## config.mk

```make
export PLATFORM = sky130hd
export DESIGN_NAME = rr_arbiter8
export DESIGN_NICKNAME = d
export VERILOG_FILES = /design/src/rtl/rr_arbiter8.sv
export SDC_FILE = /design/constraint.sdc
export NUM_CORES = 1
export LEC_CHECK = 0
export ABC_CLOCK_PERIOD_IN_PS = 7000
export CAP_MARGIN = 0
export CORE_ASPECT_RATIO = 1.5
export CORE_MARGIN = 3
export CORE_UTILIZATION = 45
export CTS_BUF_LIST = sky130_fd_sc_hd__clkbuf_8 sky130_fd_sc_hd__clkbuf_16
export DETAILED_ROUTE_END_ITERATION = 6
export HOLD_SLACK_MARGIN = 0.02
export PLACE_DENSITY = 0.81
export SLEW_MARGIN = 20
export SYNTH_ARGS = -nofsm -noshare
export SYNTH_HDL_FRONTEND = slang
export SYNTH_SLANG_ARGS = --single-unit
```

## constraint.sdc

```tcl
create_clock -name clk -period 7 [get_ports clk]
set_input_delay 1.4 -clock clk [delete_from_list [all_inputs] [get_ports clk]]
set_output_delay 1.4 -clock clk [all_outputs]
set_load 0.01 [all_outputs]
```

## src/rtl/rr_arbiter8.sv

```systemverilog
// Round-robin arbiter for 8 requesters with a rotating priority pointer and a grant-hold FSM.
// Define ARB_TIMEOUT_EN to cap a grant at MAX_HOLD cycles and pulse timeout on revocation.
module rr_arbiter8 #(
   parameter int unsigned MAX_HOLD = 16
) (
   input  logic       clk,
   input  logic       rst,
   input  logic [7:0] req,
   output logic [7:0] gnt,
   output logic [2:0] gnt_id,
   output logic       gnt_vld,
   output logic       timeout
);

   typedef enum logic {
      S_IDLE = 1'b0,
      S_BUSY = 1'b1
   } state_t;

   if (MAX_HOLD < 2 || MAX_HOLD > 255) begin : g_bad_max_hold
      $error("rr_arbiter8: MAX_HOLD must be in 2..255");
   end

   // Lowest set bit wins; an empty vector encodes as 0.
   function automatic logic [2:0] pri_enc8(input logic [7:0] v);
      pri_enc8 = 3'd0;
      for (int i = 7; i >= 0; i--) begin
         if (v[i]) begin
            pri_enc8 = 3'(i);
         end
      end
   endfunction

   // Rotate right so that bit s of v lands at position 0.
   function automatic logic [7:0] rotr8(input logic [7:0] v, input logic [2:0] s);
      logic [2:0] idx;
      rotr8 = 8'h00;
      for (int i = 0; i < 8; i++) begin
         idx      = 3'(i) + s;
         rotr8[i] = v[idx];
      end
   endfunction

   state_t     r_state, w_state_nxt;
   logic [2:0] r_ptr, w_ptr_nxt;
   logic [7:0] r_gnt, w_gnt_nxt;
   logic [2:0] r_gnt_id, w_gnt_id_nxt;
   logic       r_vld, w_vld_nxt;
   logic [2:0] w_win;
   logic       w_own_req;
   logic       w_revoke;

   // Winner index is relative to the pointer, then shifted back to an absolute index.
   assign w_win     = pri_enc8(rotr8(req, r_ptr)) + r_ptr;
   assign w_own_req = req[r_gnt_id];

`ifdef ARB_TIMEOUT_EN
   logic [7:0] r_hold, w_hold_nxt;
   logic       r_timeout, w_timeout_nxt;

   assign w_revoke = (r_hold == 8'(MAX_HOLD - 1));
   assign timeout  = r_timeout;

   // Hold counter: zero while idle so the first BUSY cycle starts at 0.
   always_comb begin
      w_hold_nxt    = 8'd0;
      w_timeout_nxt = 1'b0;
      if (r_state == S_BUSY) begin
         w_hold_nxt    = r_hold + 8'd1;
         w_timeout_nxt = w_own_req && w_revoke;
      end else begin
         w_hold_nxt    = 8'd0;
         w_timeout_nxt = 1'b0;
      end
   end

   // Hold counter and timeout pulse registers.
   always_ff @(posedge clk) begin
      if (rst) begin
         r_hold    <= 8'd0;
         r_timeout <= 1'b0;
      end else begin
         r_hold    <= w_hold_nxt;
         r_timeout <= w_timeout_nxt;
      end
   end
`else
   assign w_revoke = 1'b0;
   assign timeout  = 1'b0;
`endif

   // Next-state and next-grant logic; a release takes precedence over a revocation.
   always_comb begin
      w_state_nxt  = r_state;
      w_ptr_nxt    = r_ptr;
      w_gnt_nxt    = r_gnt;
      w_gnt_id_nxt = r_gnt_id;
      w_vld_nxt    = r_vld;
      case (r_state)
         S_IDLE: begin
            if (req != 8'h00) begin
               w_state_nxt  = S_BUSY;
               w_gnt_nxt    = 8'h01 << w_win;
               w_gnt_id_nxt = w_win;
               w_vld_nxt    = 1'b1;
            end else begin
               w_gnt_nxt    = 8'h00;
               w_gnt_id_nxt = 3'd0;
               w_vld_nxt    = 1'b0;
            end
         end
         S_BUSY: begin
            if (!w_own_req || w_revoke) begin
               w_state_nxt  = S_IDLE;
               w_ptr_nxt    = r_gnt_id + 3'd1;
               w_gnt_nxt    = 8'h00;
               w_gnt_id_nxt = 3'd0;
               w_vld_nxt    = 1'b0;
            end else begin
               w_state_nxt  = S_BUSY;
            end
         end
         default: begin
            w_state_nxt  = S_IDLE;
            w_ptr_nxt    = 3'd0;
            w_gnt_nxt    = 8'h00;
            w_gnt_id_nxt = 3'd0;
            w_vld_nxt    = 1'b0;
         end
      endcase
   end

   // State, pointer and registered grant outputs.
   always_ff @(posedge clk) begin
      if (rst) begin
         r_state  <= S_IDLE;
         r_ptr    <= 3'd0;
         r_gnt    <= 8'h00;
         r_gnt_id <= 3'd0;
         r_vld    <= 1'b0;
      end else begin
         r_state  <= w_state_nxt;
         r_ptr    <= w_ptr_nxt;
         r_gnt    <= w_gnt_nxt;
         r_gnt_id <= w_gnt_id_nxt;
         r_vld    <= w_vld_nxt;
      end
   end

   assign gnt     = r_gnt;
   assign gnt_id  = r_gnt_id;
   assign gnt_vld = r_vld;

endmodule

```

Word-level counts from Yosys, hierarchy flattened

Cells that the tools add are included.

Register bits after elaboration: 16
Bits of input ports: 10
Logic and storage cells: 66

Add/sub/neg operators: 9
Magnitude comparators: 9
Equality and inequality tests: 1
Shifts and indexed selects: 1
Muxes and demuxes: 37
Bitwise gates (word level): 2
Reduce and logical (&&, ||, !) cells: 2

Operator list:

| operator                                                   | count |
|---|---|
| less-than comparator 3 x 4 -> 1 bit, second input constant | 9 |
| two-way mux 3 bit                                          | 10 |
| binary-select mux 1 bit (select 3 bit)                     | 9 |
| two-way mux 8 bit                                          | 2 |
| one-hot mux 8 bit (2 select lines)                         | 1 |
| adder 3 bit, first input constant                          | 4 |
| two-way mux 1 bit                                          | 12 |
| nonzero test 8 bit                                         | 1 |
| left shift 1 x 3 -> 8 bit, first input constant            | 1 |
| adder 2 x 3 -> 3 bit, first input constant                 | 2 |
| one-hot mux 3 bit (2 select lines)                         | 1 |
| one-hot mux 1 bit (2 select lines)                         | 2 |
| adder 1 x 3 -> 3 bit, first input constant                 | 1 |
| adder 3 x 1 -> 3 bit, second input constant                | 1 |
| adder 3 bit                                                | 1 |
| inequality test 2 bit, second input constant               | 1 |
| inverter 1 bit                                             | 2 |
| AND reduction 2 bit                                        | 1 |

Depth between registers and ports, before layout

Gate-level depths: netlist of the first run.

Depth after elaboration: 15
Depth in mapped cells: 17
Gate-level depth less buffers: 15

Worst setup path after synthesis of the first run

No wires, ideal clock.

Kind: input-to-reg
Start: input req[5]
End: register r_gnt[6] (netlist: gnt[6])
Setup time: 117 ps
Data arrival time: 3789 ps
Path slack: 3094 ps
Stages: 12
Buffers on the path: 0
Cell sequence: mux2_1 > mux4_2 > nor2_1 > o21ai_0 > a31oi_1 > o221a_1 > ha_1 > inv_1 > fa_1 > xor2_1 > xnor2_2 > a32o_1

Word-level cells in the longest chain between the ends: 14
Elaborated cells between the ends (all ways): 32
Those cells by class: add/sub: 1; eq/ne: 1; shift: 1; mux: 28; reduce/logical: 1

RTL lines:

| what                                    | line | RTL |
|---|---|---|
| from (decl)                             | 8    | `input logic [7:0] req,` |
| binary-select mux 1 bit (select 3 bit)  | 40   | `rotr8[i] = v[idx];` |
| two-way mux 1 bit (implied by the code) | 40   |  |
| two-way mux 3 bit (8 in series)         | 28   | `if (v[i]) begin` |
| adder 3 bit                             | 54   | `assign w_win = pri_enc8(rotr8(req, r_ptr)) + r_ptr;` |
| left shift 1 x 3 -> 8 bit               | 103  | `w_gnt_nxt = 8'h01 << w_win;` |
| two-way mux 8 bit                       | 101  | `if (req != 8'h00) begin` |
| one-hot mux 8 bit (2 select lines)      | 99   | `case (r_state)` |
| to (signal assigned)                    | 144  | `r_gnt <= w_gnt_nxt;` |
| to (decl)                               | 46   | `logic [7:0] r_gnt, w_gnt_nxt;` |

Parallel ways exist; a longest one is shown, timed or not. The select of a mux whose other input is x is not followed.
A chain may end at the register's enable or synchronous reset.

Final worst setup path of the first run

Start: input req[5]
End: register r_gnt[7] (netlist: gnt[7])

The elaborated chain is that of the path after synthesis.

==> results.sh, run 1 <==
export IMPL_finalCritPeriodShare_pct=63.8
export IMPL_synth_fp_nets=152
export IMPL_tns_ns=0
export IMPL_via_count=1121
export IMPL_clock_skew_ns=0.00361
export IMPL_wirelength_microns=2930
export IMPL_pin_count=23
export IMPL_ys_warn_count=0
export IMPL_worst_skew_pair_late_latency_ns=0.25
export IMPL_gp_congestion=0.826
export IMPL_antenna_found_initial=0
export IMPL_start_util_pct=48.1
export IMPL_firstDrtPassIters=4
export IMPL_port_buffers=21
export IMPL_synth_top_family_by_area="multiplexers"
export IMPL_fmax_mhz=224
export IMPL_cts_setup_buffers=0
export IMPL_cts_tree="done"
export IMPL_hold_path_class="register to register"
export IMPL_start_kind="input port"
export IMPL_chipHeight_microns=72.6
export IMPL_grt_max_degree=16
export IMPL_synthArstFlopShare_pct=0
export IMPL_synth_xor_area_share_pct=4.42
export IMPL_area_delta_synth_final_pct=20.6
export IMPL_rsz0062_at_grt="no"
export IMPL_synth_edf_count=0
export IMPL_cp_buffers_inverters=2
export IMPL_cts_resized=0
export IMPL_reg2reg_to="gnt[5]"
export IMPL_seq_area_frac_synth_pct=24.1
export IMPL_hold_viol_final=0
export IMPL_synth_avg_cell_area_sq_um=9.71
export IMPL_cp_startpoint="req[5]"
export IMPL_hpwl_microns=2280
export IMPL_max_slew_worst_pin_slew_ns=0.656
export IMPL_nets=173
export IMPL_grt_overflow=0
export IMPL_r2r_start="r_ptr[0]"
export IMPL_max_stage_delay_ns=0.53
export IMPL_synth_cells=137
export IMPL_cp_slowest_cell="clkdlybuf4s50_1"
export IMPL_multi_input_area_sq_um=950
export IMPL_ff_latch_area_sq_um=320
export IMPL_fin_area_sq_mm=0.00160
export IMPL_grt_pass1_vias=1158
export IMPL_place_area_sq_mm=0.00155
export IMPL_crit_arrival_ns=4.66
export IMPL_reg2regPathDepth=13
export IMPL_power_density_mw_per_mm2=290
export IMPL_dp_cells=190
export IMPL_ant_nets=0
export IMPL_p_leak_nw=0.605
export IMPL_synth_simple_gate_area_share_pct=15.6
export IMPL_r2r_setup_slack_ns=3.07
export IMPL_holdBufCountCts=0
export IMPL_power_uw=465
export IMPL_final_core_util_pct=58.1
export IMPL_synth_compound_area_share_pct=12.9
export IMPL_irDropWorstVdd_v=0.000224
export IMPL_clk_path_buf_depth=2
export IMPL_critPathKind="input port to register"
export IMPL_critPathTopFamily="multiplexers"
export IMPL_hold_ws_ns=0.446
export IMPL_path_depth=13
export IMPL_ys_types=40
export IMPL_max_slew_margin_pct=56.2
export IMPL_dp_slack_ns=2.29
export IMPL_cts_sinks=16
export IMPL_first_iter_violations=23
export IMPL_cts_buffers=3
export IMPL_maxCapViolCount=0
export IMPL_cts_root_buf="clkbuf_8"
export IMPL_diodes=0
export IMPL_period_needed_ns=4.47
export IMPL_netlist_area_sq_mm=0.00133
export IMPL_critPathMaxFanout=9
export IMPL_die_x_microns=50.4
export IMPL_critPathCapture="gnt[7]"
export IMPL_grt_pass1_wl_microns=5110
export IMPL_layout_setup_ws_ns=2.53
export IMPL_die_area_sq_mm=0.00366
export IMPL_synth_seq_cells=16
export IMPL_vias_per_cell=5.78
export IMPL_worstSetupEndpointType="register"
export IMPL_final_cells=194
export IMPL_cts_max_level=1
export IMPL_drive_above_1_share_pct=14.0
export IMPL_drv_slew=0
export IMPL_setup_viol=0
export IMPL_core_area_sq_mm=0.00276
export IMPL_cp_cell_sequence="clkdlybuf4s50_1 -> mux2_1 -> mux4_2 -> nor2_1 -> o21ai_0 -> a31oi_1 -> o221a_1 -> ha_1 -> inv_1 -> fa_1 -> xor2_1 -> xnor2_2 -> a32o_1"
export IMPL_yosys_mux_area_fraction_pct=32.9
export IMPL_path_clk_slew_ns=0.06
export IMPL_synthAdderAreaFrac_pct=5.27
export IMPL_route_detailed_drc=0
export IMPL_track_usage_pct=17.7
export IMPL_num_rows=23
export IMPL_filler_cell_count=253
export IMPL_status="completed"
export IMPL_post_drt_wl_per_cell_microns=15.1
export IMPL_cp_required_ns=7.19
export IMPL_synthFlopType="dfxtp_1"
[worst min-delay path: stages, from the launching register on]
cell     delay, ns
dfxtp_1       0.31
nand2_1       0.05
o21ai_1       0.05
[state kept, by name, summed over array words and instances (netlist names)]
name / cells
r_state: 1
gnt_id: 3
gnt_vld: 1
gnt: 8
r_ptr: 3
[logic make-up (layout without fill, tap and decap cells)]
family / after synthesis / count (layout)
compound gates: 24 / 24
xor+xnor: 5 / 5
fa+ha+maj: 5 / 5
buf+inv: 11 / 31
flops: 16 / 16
mux: 29 / 29
other cells: 1 / 1
simple gates: 46 / 46
[per-layer routing]
layer / global-route usage, % / part of all wire [%] / vias to the layer above
met5: 0 / 0 / -
met4: 6.89 / 1.8 / 0
met3: 1.43 / 3.2 / 6
met2: 32.8 / 55 / 33
met1: 20.7 / 40 / 536
li1: - / - / 546
[cell type report]
| class | instances | area share [%] |
|---|---|---|
| multi-input combinational | 110 | 59.2 |
| sequential | 16 | 20.0 |
| clock buffer | 4 | 3.43 |
| timing repair buffer | 21 | 13.1 |
| inverter | 6 | 1.40 |
| tap | 37 | 2.89 |
[where the power goes]
part | switching, mW | internal (mW)
combinational | 0.121 | 0.129
clock | 0.0312 | 0.0499
sequential | 0.0255 | 0.108
total | 0.178 | 0.287
[cells in the final DEF (no fill, tap or decap), types with 2 or more instances in the layout]
cell type and count:
clkdlybuf4s50_1 21, xor2_1 3, o21ai_1 5, nand2_1 21, mux2_1 2, dfxtp_1 16, mux2_2 3, a32o_1 4
nor4_1 2, nor2b_1 5, ha_1 4, mux2i_1 13, a21oi_1 5, inv_1 5, clkbuf_8 4, nor2_1 11
mux4_2 9, xnor2_2 2, a22oi_1 2
[how the worst min path moves through the flow]
stage	startpoint	end	slack, ns	cells after the start
detailed placement	gnt[2]	gnt[2]	0.44	2
floorplan	gnt[2]	gnt[2]	0.47	2
global route	gnt[3]	gnt[3]	0.47	2
global placement	gnt[2]	gnt[2]	0.44	2
finish	gnt[0]	gnt[0]	0.45	2
CTS	gnt[0]	gnt[0]	0.45	2
[synthesized netlist by cell type, types with 2 or more instances]
cell type	count	area share, %
a22oi_1	2	1.1
inv_1	5	1.4
o21ai_1	5	1.9
ha_1	4	3.8
nor4_1	2	0.94
nor2_1	11	3.1
a21oi_1	5	1.9
mux2_1	2	1.7
nor2b_1	5	2.4
nand2_1	21	5.9
dfxtp_1	16	24
buf_4	3	1.7
xnor2_2	2	2.4
mux2i_1	13	9.8
xor2_1	3	2.0
mux2_2	3	2.5
a32o_1	4	3.0
mux4_2	9	15
Power figures use the tool's default switching activity.
==> inputs of run 2 (changes only) <==
--- a/config.mk
+++ b/config.mk
@@ -5,7 +5,7 @@
 export SDC_FILE = /design/constraint.sdc
 export NUM_CORES = 1
 export LEC_CHECK = 0
-export ABC_CLOCK_PERIOD_IN_PS = 7000
+export ABC_CLOCK_PERIOD_IN_PS = 3850
 export CAP_MARGIN = 0
 export CORE_ASPECT_RATIO = 1.5
 export CORE_MARGIN = 3
@@ -13,7 +13,7 @@
 export CTS_BUF_LIST = sky130_fd_sc_hd__clkbuf_8 sky130_fd_sc_hd__clkbuf_16
 export DETAILED_ROUTE_END_ITERATION = 6
 export HOLD_SLACK_MARGIN = 0.02
-export PLACE_DENSITY = 0.81
+export PLACE_DENSITY = 0.83
 export SLEW_MARGIN = 20
 export SYNTH_ARGS = -nofsm -noshare
 export SYNTH_HDL_FRONTEND = slang
==> constraint.sdc (replaced) <==
create_clock -name clk -period 3.85 [get_ports clk]
set_input_delay 0.77 -clock clk [delete_from_list [all_inputs] [get_ports clk]]
set_output_delay 0.77 -clock clk [all_outputs]
set_load 0.01 [all_outputs]
==> results.sh, run 2 (same netlist as run 1, synthesis figures left out) <==
export IMPL_status="completed"
export IMPL_nets=189
export IMPL_drive_above_1_share_pct=24.3
export IMPL_die_x_microns=50.4
export IMPL_firstDrtPassIters=4
export IMPL_cp_buffers_inverters=3
export IMPL_power_density_mw_per_mm2=515
export IMPL_post_drt_wl_per_cell_microns=15.6
export IMPL_hold_viol_final=0
export IMPL_grt_pass1_vias=1272
export IMPL_cp_cell_sequence="clkdlybuf4s50_1 -> mux2_1 -> mux4_2 -> nor2_2 -> o21ai_1 -> a31oi_1 -> o221a_1 -> ha_1 -> inv_1 -> fa_2 -> xor2_2 -> xnor2_2 -> buf_4 -> a32o_1"
export IMPL_layout_common_cells="21 x nand2_1, 21 x clkdlybuf4s50_1, 16 x dfxtp_1, 16 x buf_4, 13 x mux2i_1"
export IMPL_final_cells=210
export IMPL_r2r_setup_slack_ns=0.41
export IMPL_clk_path_buf_depth=2
export IMPL_clock_skew_ns=0.00218
export IMPL_power_uw=896
export IMPL_die_area_sq_mm=0.00366
export IMPL_dp_cells=204
export IMPL_cts_tree="done"
export IMPL_max_slew_worst_pin_slew_ns=0.532
export IMPL_max_slew_margin_pct=64.4
export IMPL_critPathCapture="gnt[6]"
export IMPL_drv_slew=0
export IMPL_cp_slowest_cell="mux4_2"
export IMPL_largest_register_ff_count=8
export IMPL_critPathMaxFanout=9
export IMPL_start_kind="input port"
export IMPL_max_stage_delay_ns=0.50
export IMPL_port_buffers=21
export IMPL_cp_startpoint="req[1]"
export IMPL_area_delta_synth_final_pct=30.9
export IMPL_first_iter_violations=26
export IMPL_gp_congestion=0.853
export IMPL_path_depth=14
export IMPL_worstSetupEndpointType="register"
export IMPL_start_util_pct=48.1
export IMPL_setup_viol=0
export IMPL_vias_per_cell=5.65
export IMPL_maxCapViolCount=0
export IMPL_rsz0062_at_grt="no"
export IMPL_irDropWorstVdd_v=0.000365
export IMPL_worst_skew_pair_late_latency_ns=0.25
export IMPL_fmax_mhz=275
export IMPL_grt_max_degree=15
export IMPL_pin_count=23
export IMPL_grt_overflow=0
export IMPL_cts_buffers=3
export IMPL_cts_root_buf="clkbuf_8"
export IMPL_via_count=1187
export IMPL_filler_cell_count=228
export IMPL_route_detailed_drc=0
export IMPL_num_rows=23
export IMPL_core_area_sq_mm=0.00276
export IMPL_crit_arrival_ns=3.78
export IMPL_ant_nets=0
export IMPL_chipHeight_microns=72.6
export IMPL_reg2reg_to="gnt[5]"
export IMPL_critPathKind="input port to register"
export IMPL_cts_sinks=16
export IMPL_wirelength_microns=3280
export IMPL_reg2regPathDepth=13
export IMPL_hpwl_microns=2520
export IMPL_r2r_start="r_ptr[1]"
export IMPL_diodes=0
export IMPL_path_clk_slew_ns=0.06
export IMPL_grt_pass1_wl_microns=5680
export IMPL_finalCritPeriodShare_pct=94.4
export IMPL_track_usage_pct=19.5
export IMPL_cts_max_level=1
export IMPL_period_needed_ns=3.63
export IMPL_cp_required_ns=3.99
export IMPL_p_leak_nw=0.688
export IMPL_critPathTopFamily="multiplexers"
export IMPL_antenna_found_initial=0
export IMPL_hold_path_class="register to register"
## run 2: cell count changes in the layout (fill, tap and decap cells not counted), sizes merged
cell,previous run,this run
buf,0,16
## run 2: routing by layer
metal  share of wire [%]  track usage [%]  vias to the layer above  routed length [microns]
met2                  54             35.3                       34                     1760
met4                 3.5             9.88                        0                      116
met3                 3.8             2.45                       14                      125
met5                   0                0                        -                        0
met1                  39             22.0                      566                     1280
li1                    -                -                      573                        -
## run 2: worst min-delay path by stage
stage	endpoint	slack, ns	cells past startpoint	from
final	gnt[3]	0.44	2	gnt[3]
after global routing	gnt[2]	0.48	2	gnt[2]
after CTS	gnt[3]	0.45	2	gnt[3]
after detailed placement	gnt[3]	0.44	2	gnt[3]
after global placement	gnt[3]	0.44	2	gnt[3]
after floorplan	gnt[2]	0.47	2	gnt[2]
## run 2: layout make-up
| cell class | instances | area [sq um] | share of cell area, % |
|---|---|---|---|
| multi-input cells | 110 | 966 | 55.5 |
| clock buffers | 4 | 55.1 | 3.16 |
| flip-flops and latches | 16 | 320 | 18.4 |
| inverters | 6 | 22.5 | 1.29 |
| repair buffers | 37 | 330 | 19.0 |
| well taps | 37 | 46.3 | 2.66 |
## run 2: worst reg2reg max path, cell delays in order (launching register included)
cell and delay [ns]:
dfxtp_1 0.33, inv_1 0.14, ha_1 0.62, mux2i_1 0.38, nand2_1 0.11, and3_1 0.15, o21bai_1 0.13, a31oi_1 0.09
o221a_1 0.22, ha_1 0.18, inv_1 0.07, fa_2 0.47, and2_1 0.20, a32o_1 0.25
## run 2: report_power, final
part	total, mW	switching [mW]	internal [mW]	leakage [nW]
logic	0.521	0.251	0.270	0.529
clock network	0.147	0.0562	0.0907	0.0288
registers	0.228	0.0309	0.197	0.131
total	0.896	0.338	0.558	0.688
## run 2: metrics by stage
step                      hold WS (ns)  utilization, %  worst slack, ns  setup TNS, ns  area [sq um]
final                            0.442            63.0            0.215              0          1740
after CTS                        0.446            61.9            0.151              0          1710
after floorplan                  0.469               -            0.574              0          1330
after global routing             0.480            63.0           0.0197              0          1740
after detailed placement         0.439            59.9          -0.0681         -0.393          1650
after global placement           0.439            59.9         -0.00320       -0.00998          1650
## run 2: what timing repair did
item | CTS | global route
buffers inserted | 0 | 2
endpoints found under the setup margin | 0 | 9
resized for setup | 0 | 5
hold buffers | 0 | 0
